`src/rtl/key_pkg.sv`:
```
// key_pkg: shared constants for the key_loader front end of keyStorage.
//
// Contents:
//   - Key index constants KEY_PRIV..KEY_Y, matching the writeEnable bit of
//     each key register in keyStorage.
//   - Slice width (32), sliceSelector width (5), keySelect and writeEnable
//     widths, and the width of a word count (up to 32).
//   - key_words(): number of 32-bit slices of a key register.
//   - key_is_valid(): keySelect names one of the five key registers.
package key_pkg;

    localparam int SLICE_W     = 32;
    localparam int SLICE_SEL_W = 5;
    localparam int KEY_SEL_W   = 3;
    localparam int WE_W        = 6;
    localparam int WORD_CNT_W  = 6;

    localparam logic [KEY_SEL_W-1:0] KEY_PRIV = 3'd0;
    localparam logic [KEY_SEL_W-1:0] KEY_Q    = 3'd1;
    localparam logic [KEY_SEL_W-1:0] KEY_P    = 3'd2;
    localparam logic [KEY_SEL_W-1:0] KEY_G    = 3'd3;
    localparam logic [KEY_SEL_W-1:0] KEY_Y    = 3'd4;

    function automatic logic key_is_valid(input logic [KEY_SEL_W-1:0] sel);
        return sel <= KEY_Y;
    endfunction

    // Invalid selects return 0; callers reject them before using the count.
    function automatic logic [WORD_CNT_W-1:0] key_words(input logic [KEY_SEL_W-1:0] sel);
        case (sel)
            KEY_PRIV:            return 6'd4;
            KEY_Q:               return 6'd5;
            KEY_P, KEY_G, KEY_Y: return 6'd32;
            default:             return 6'd0;
        endcase
    endfunction

endpackage

```
`src/rtl/key_loader.sv`:
```
// key_loader: sequences a stream of 32-bit words into one keyStorage key
// register, generating keyInput / one-hot writeEnable / sliceSelector.
//
// Ports:
//   clock, reset_n        rising-edge clock, asynchronous active-low reset
//   start, keySelect      load command (sampled in IDLE only); 5..7 -> error
//   wordData, wordValid   word stream, slice 0 first
//   wordReady             word accepted on an edge where wordValid is high
//   keyInput, writeEnable, sliceSelector
//                         registered keyStorage write bus, one cycle after
//                         acceptance; writeEnable is zero otherwise
//   busy                  high in LOAD and DONE
//   done                  one-cycle pulse the cycle after the last strobe
//   error                 one-cycle pulse on invalid keySelect or timeout
//
// Configuration:
//   KEY_LOADER_TIMEOUT_EN  when defined, a 16-bit idle counter aborts a LOAD
//                          that sees TIMEOUT_CYCLES cycles without a word.
//                          When undefined, LOAD waits indefinitely.
module key_loader
    import key_pkg::*;
#(
    parameter int TIMEOUT_CYCLES = 1024
) (
    input  logic                   clock,
    input  logic                   reset_n,
    input  logic                   start,
    input  logic [KEY_SEL_W-1:0]   keySelect,
    input  logic [SLICE_W-1:0]     wordData,
    input  logic                   wordValid,
    output logic                   wordReady,
    output logic [SLICE_W-1:0]     keyInput,
    output logic [WE_W-1:0]        writeEnable,
    output logic [SLICE_SEL_W-1:0] sliceSelector,
    output logic                   busy,
    output logic                   done,
    output logic                   error
);

    typedef enum logic [1:0] {
        ST_IDLE,
        ST_LOAD,
        ST_DONE
    } state_e;

    state_e                  state_q;
    logic [KEY_SEL_W-1:0]    target_q;
    logic [WORD_CNT_W-1:0]   count_q;
    logic [SLICE_SEL_W-1:0]  index_q;
    logic [SLICE_W-1:0]      key_q;
    logic [WE_W-1:0]         we_q;
    logic [SLICE_SEL_W-1:0]  slice_q;
    logic                    ready_q;
    logic                    busy_q;
    logic                    done_q;
    logic                    error_q;

    logic accept;
    logic last_word;

    assign accept    = ready_q && wordValid;
    assign last_word = ({1'b0, index_q} == count_q - 6'd1);

`ifdef KEY_LOADER_TIMEOUT_EN
    logic [15:0] idle_q;
    logic        timeout;

    // Fires on the edge that would bring the idle count to TIMEOUT_CYCLES.
    assign timeout = ready_q && !wordValid && (idle_q == 16'(TIMEOUT_CYCLES - 1));
`else
    logic unused_timeout_cfg;
    assign unused_timeout_cfg = |16'(TIMEOUT_CYCLES);
`endif

    // NOTE: all state and registered outputs update with non-blocking
    // assignments so every register samples pre-edge values.
    always_ff @(posedge clock or negedge reset_n) begin
        if (!reset_n) begin
            state_q  <= ST_IDLE;
            target_q <= '0;
            count_q  <= '0;
            index_q  <= '0;
            key_q    <= '0;
            we_q     <= '0;
            slice_q  <= '0;
            ready_q  <= 1'b0;
            busy_q   <= 1'b0;
            done_q   <= 1'b0;
            error_q  <= 1'b0;
`ifdef KEY_LOADER_TIMEOUT_EN
            idle_q   <= '0;
`endif
        end else begin
            // Strobes and pulses are single-cycle unless re-armed below.
            we_q    <= '0;
            done_q  <= 1'b0;
            error_q <= 1'b0;

            case (state_q)
                ST_IDLE: begin
                    if (start) begin
                        if (key_is_valid(keySelect)) begin
                            target_q <= keySelect;
                            count_q  <= key_words(keySelect);
                            index_q  <= '0;
                            ready_q  <= 1'b1;
                            busy_q   <= 1'b1;
                            state_q  <= ST_LOAD;
`ifdef KEY_LOADER_TIMEOUT_EN
                            idle_q   <= '0;
`endif
                        end else begin
                            error_q <= 1'b1;
                        end
                    end
                end

                ST_LOAD: begin
                    if (accept) begin
                        key_q   <= wordData;
                        slice_q <= index_q;
                        we_q    <= WE_W'(1) << target_q;
                        index_q <= index_q + 5'd1;
`ifdef KEY_LOADER_TIMEOUT_EN
                        idle_q  <= '0;
`endif
                        if (last_word) begin
                            ready_q <= 1'b0;
                            state_q <= ST_DONE;
                        end
                    end
`ifdef KEY_LOADER_TIMEOUT_EN
                    else if (timeout) begin
                        error_q <= 1'b1;
                        ready_q <= 1'b0;
                        busy_q  <= 1'b0;
                        state_q <= ST_IDLE;
                    end else begin
                        idle_q <= idle_q + 16'd1;
                    end
`endif
                end

                // The last strobe is on the bus this cycle; done follows it.
                ST_DONE: begin
                    done_q  <= 1'b1;
                    busy_q  <= 1'b0;
                    state_q <= ST_IDLE;
                end

                default: begin
                    ready_q <= 1'b0;
                    busy_q  <= 1'b0;
                    state_q <= ST_IDLE;
                end
            endcase
        end
    end

    assign wordReady     = ready_q;
    assign keyInput      = key_q;
    assign writeEnable   = we_q;
    assign sliceSelector = slice_q;
    assign busy          = busy_q;
    assign done          = done_q;
    assign error         = error_q;

endmodule
```
`config.mk`:
```
export PLATFORM = sky130hd
export DESIGN_NAME = key_loader
export DESIGN_NICKNAME = d
export VERILOG_FILES = /design/src/rtl/key_pkg.sv /design/src/rtl/key_loader.sv
export SDC_FILE = /design/constraint.sdc
export NUM_CORES = 1
export LEC_CHECK = 0
export ABC_AREA = 1
export ABC_CLOCK_PERIOD_IN_PS = 1400
export CAP_MARGIN = 20
export CORE_MARGIN = 2
export CORE_UTILIZATION = 40
export DETAILED_ROUTE_END_ITERATION = 8
export MAX_ROUTING_LAYER = met4
export PLACE_DENSITY = 0.76
export SLEW_MARGIN = 20
export SYNTH_ARGS = -nofsm -noshare
export SYNTH_HDL_FRONTEND = slang
export SYNTH_SLANG_ARGS = --single-unit
```
`constraint.sdc`:
```
create_clock -name clock -period 1.4 [get_ports clock]
set_clock_uncertainty 0.1 [all_clocks]
set_input_delay 0.42 -clock clock [delete_from_list [all_inputs] [get_ports clock]]
set_output_delay 0.42 -clock clock [all_outputs]
set_load 0.01 [all_outputs]
```
==> summary.md <==
| Metric | Value |
|---|---|
| Unique masters post-synth | 24 |
| Pleak | 0.00222 uW |
| Gpl congestion | 0.809 |
| Initial DRC Count | 120 |
| Tot Pwr | 3380 uW |
| Sink Count | 60 |
| Slew at the pin with the worst max-slew slack | 313 ps |
| Status | complete, but fails checks |
| RSZ-0062 raised after global routing | true |
| HP Class | reg -> reg |
| Area of the mapped netlist | 2460 sq um |
| CTS buffer count | 9 |
| Fmax | 0.644 GHz |
| Fin area | 4120 sq um |
| Later-pin clock latency in the skew report | 330 ps |
| Crit Path Class | reg -> reg |
| Synth top area share | 61.0% |
| WL/cell | 13.5 microns |
| Final nets | 460 |
| Post-Synthesis Cells | 276 |
| Yosys warning count | 0 |
| Largest net degree at the start of global routing | 61 |
| Initial core utilization | 41.6% |
| CP Max Fanout | 2 |
| Syn Nets | 317 |
| Top cells by count, synth | nand2_1, dfrtp_1, inv_1 |
| Most common flop cell mapped by yosys | dfrtp_1 |
| Pre-CTS setup slack | -469 ps |
| Final ANT Viol Nets | 0 |
| Max-slew headroom | 79.1% |
| Die height | 82.4 microns |
| CTS Buffer Depth | 2 |
| Failing checks | negative setup slack |
| Routed Wire Length | 6760 microns |
| Gr usage total | 18.7% |
| Post-synth EDFFs | 0 |
| Max-cap violations | 0 |
| CTS clock-pin slew for the worst setup and hold paths | 70 ps |
| First-pass GRT wire length | 9200 microns |
| Syn-to-layout area delta | 67.3% |
| Biggest area consumer among synthesized cells | dfrtp_1 |
| # diodes | 0 |
| # IOs | 86 |
| Reg2reg setup slack | -150 ps |
| Dpl hpwl | 4060 microns |
| Final setup viols | 52 |
| CP arrival | 1670 ps |
| Ys async rst share | 100% |
| Slew Limit Fails | 0 |
| Vias in the first global route | 1998 |
| Port Buffer Count | 85 |
| Avg Vias per Cell | 4.70 |
| Fin crit share | 111% |
| Core footprint | 5920 sq um |
| Initial antenna violation count | 0 |
| Avg Cell Area, Syn | 8.92 sq um |
| Worst Setup Slack, final | -152 ps |
| Dpl cell area | 3510 sq um |
| Die area | 6800 sq um |
| DR pass1 iterations | 6 |
| CTS H-tree depth | 3 |
| Grt ovf | 0 |
| Post-synthesis sequential area ratio | 61.0% |
| Count leader, synth | nand2_1 |
| Vias | 2345 |
| Root buf cell | clkbuf_8 |
| CP endpoint kind | flip-flop |
| Peak VDD IR | 0.564 mV |
| Die Width | 82.4 microns |
| Final hold vios | 0 |
| Pwr dens | 820 nW/um^2 |
| Yosys reg bits | 60 |
| Startpoint Class | flip-flop |
| DRC violations left | 0 |
| CP required | 1510 ps |
| Share of layout cells above drive strength 1 | 41.5% |
| Most area-consuming cells after synthesis | dfrtp_1, nand2_1, inv_1 |
| CTS tree | done |
| Final min period | 1550 ps |
| Rows | 28 |
-- repair_timing --
action / CTS / global route
buffers inserted: 10 / 20
pin swaps: 5 / 10
gates cloned: 0 / 5
gates resized for setup: 206 / 80
hold endpoints to repair: 44 / 0
hold buffers: 1 / 0
setup endpoints to repair: 98 / 78
-- layer usage --
| layer | GRT usage (%) | vias up | wire length (microns) |
|---|---|---|---|
| met5 | - | - | 0 |
| met4 | 9.17 | 0 | 91 |
| met3 | 4.02 | 9 | 440 |
| met2 | 29.8 | 77 | 3430 |
| met1 | 22.7 | 1115 | 2800 |
| li1 | - | 1144 | - |
-- critical path, cell delays in order (launching register included) --
cell and delay (ps):
dfrtp_1 400, inv_2 80, ha_4 200, inv_2 50, nand2_2 50, nand2_2 70
nand2_1 50, nor2_1 90, nand2_1 80, nand2_1 80, nand2_1 60, nand2_1 70
nand2_1 70
-- cells in the final DEF, fill, tap and decap left out, types with 9 or more instances in the layout --
master / instances
buf_2: 43
clkdlybuf4s50_1: 34
dfrtp_1: 60
nand2_4: 9
buf_4: 38
clkbuf_8: 9
nor2_1: 9
nand2_2: 29
buf_6: 12
nand2_1: 96
inv_1: 14
-- stage by stage --
step | hold WS (ps) | utilization [%] | setup TNS (ps) | cells
global placement | 326 | 59.3 | -21490 | 447
CTS | 340 | 60.5 | -86.2 | 474
floorplan | 24.4 | - | 0 | 276
detailed placement | 326 | 59.3 | -23640 | 447
finish | 376 | 69.5 | -3310 | 499
global route | 395 | 69.5 | -7360 | 499
-- sequential cells by signal (all words and copies together), names as in the netlist --
name           count
busy               1
state_q            2
target_q           3
count_q            3
writeEnable        6
keyInput          32
done               1
index_q            5
sliceSelector      5
error              1
wordReady          1
-- area by class of cell --
cell class	count	area, sq um
timing repair inverter	1	11.3
clock inverter	4	50.0
fill	466	1800
clock buffer	12	135
multi-input combinational	187	1050
sequential	60	1500
timing repair buffer	139	1180
inverter	21	93.8
tap	75	93.8
-- final timing paths --
path | to | cells past startpoint | startpoint
worst max register to register | wordReady | 12 | count_q[0]
worst min register to register | keyInput[12] | 2 | keyInput[12]
min in group asynchronous | keyInput[5] | 3 | reset_n
worst min-delay path | keyInput[12] | 2 | keyInput[12]
worst max-delay path | wordReady | 12 | count_q[0]
max in group asynchronous | keyInput[22] | 3 | reset_n
-- cells by family (layout without fill, tap and decap cells) --
family                   Yosys count  after routing  share of synthesized area, %
XOR/XNOR                           2              2                         0.712
AO/OA/AOI/OAI                     18             18                          4.07
flip-flops                        60             60                          61.0
AND/OR/NAND/NOR                  165            165                          27.6
adder cells (fa/ha/maj)            2              2                          1.02
buffers and inverters             29            177                          5.59
-- report_power, final --
part	internal (uW)	leakage (uW)	switching [uW]
logic	105	0.00132	60.4
clock network	821	0.0000866	657
registers	1730	0.000813	0
No activity file was read; power rests on OpenSTA's default activity.
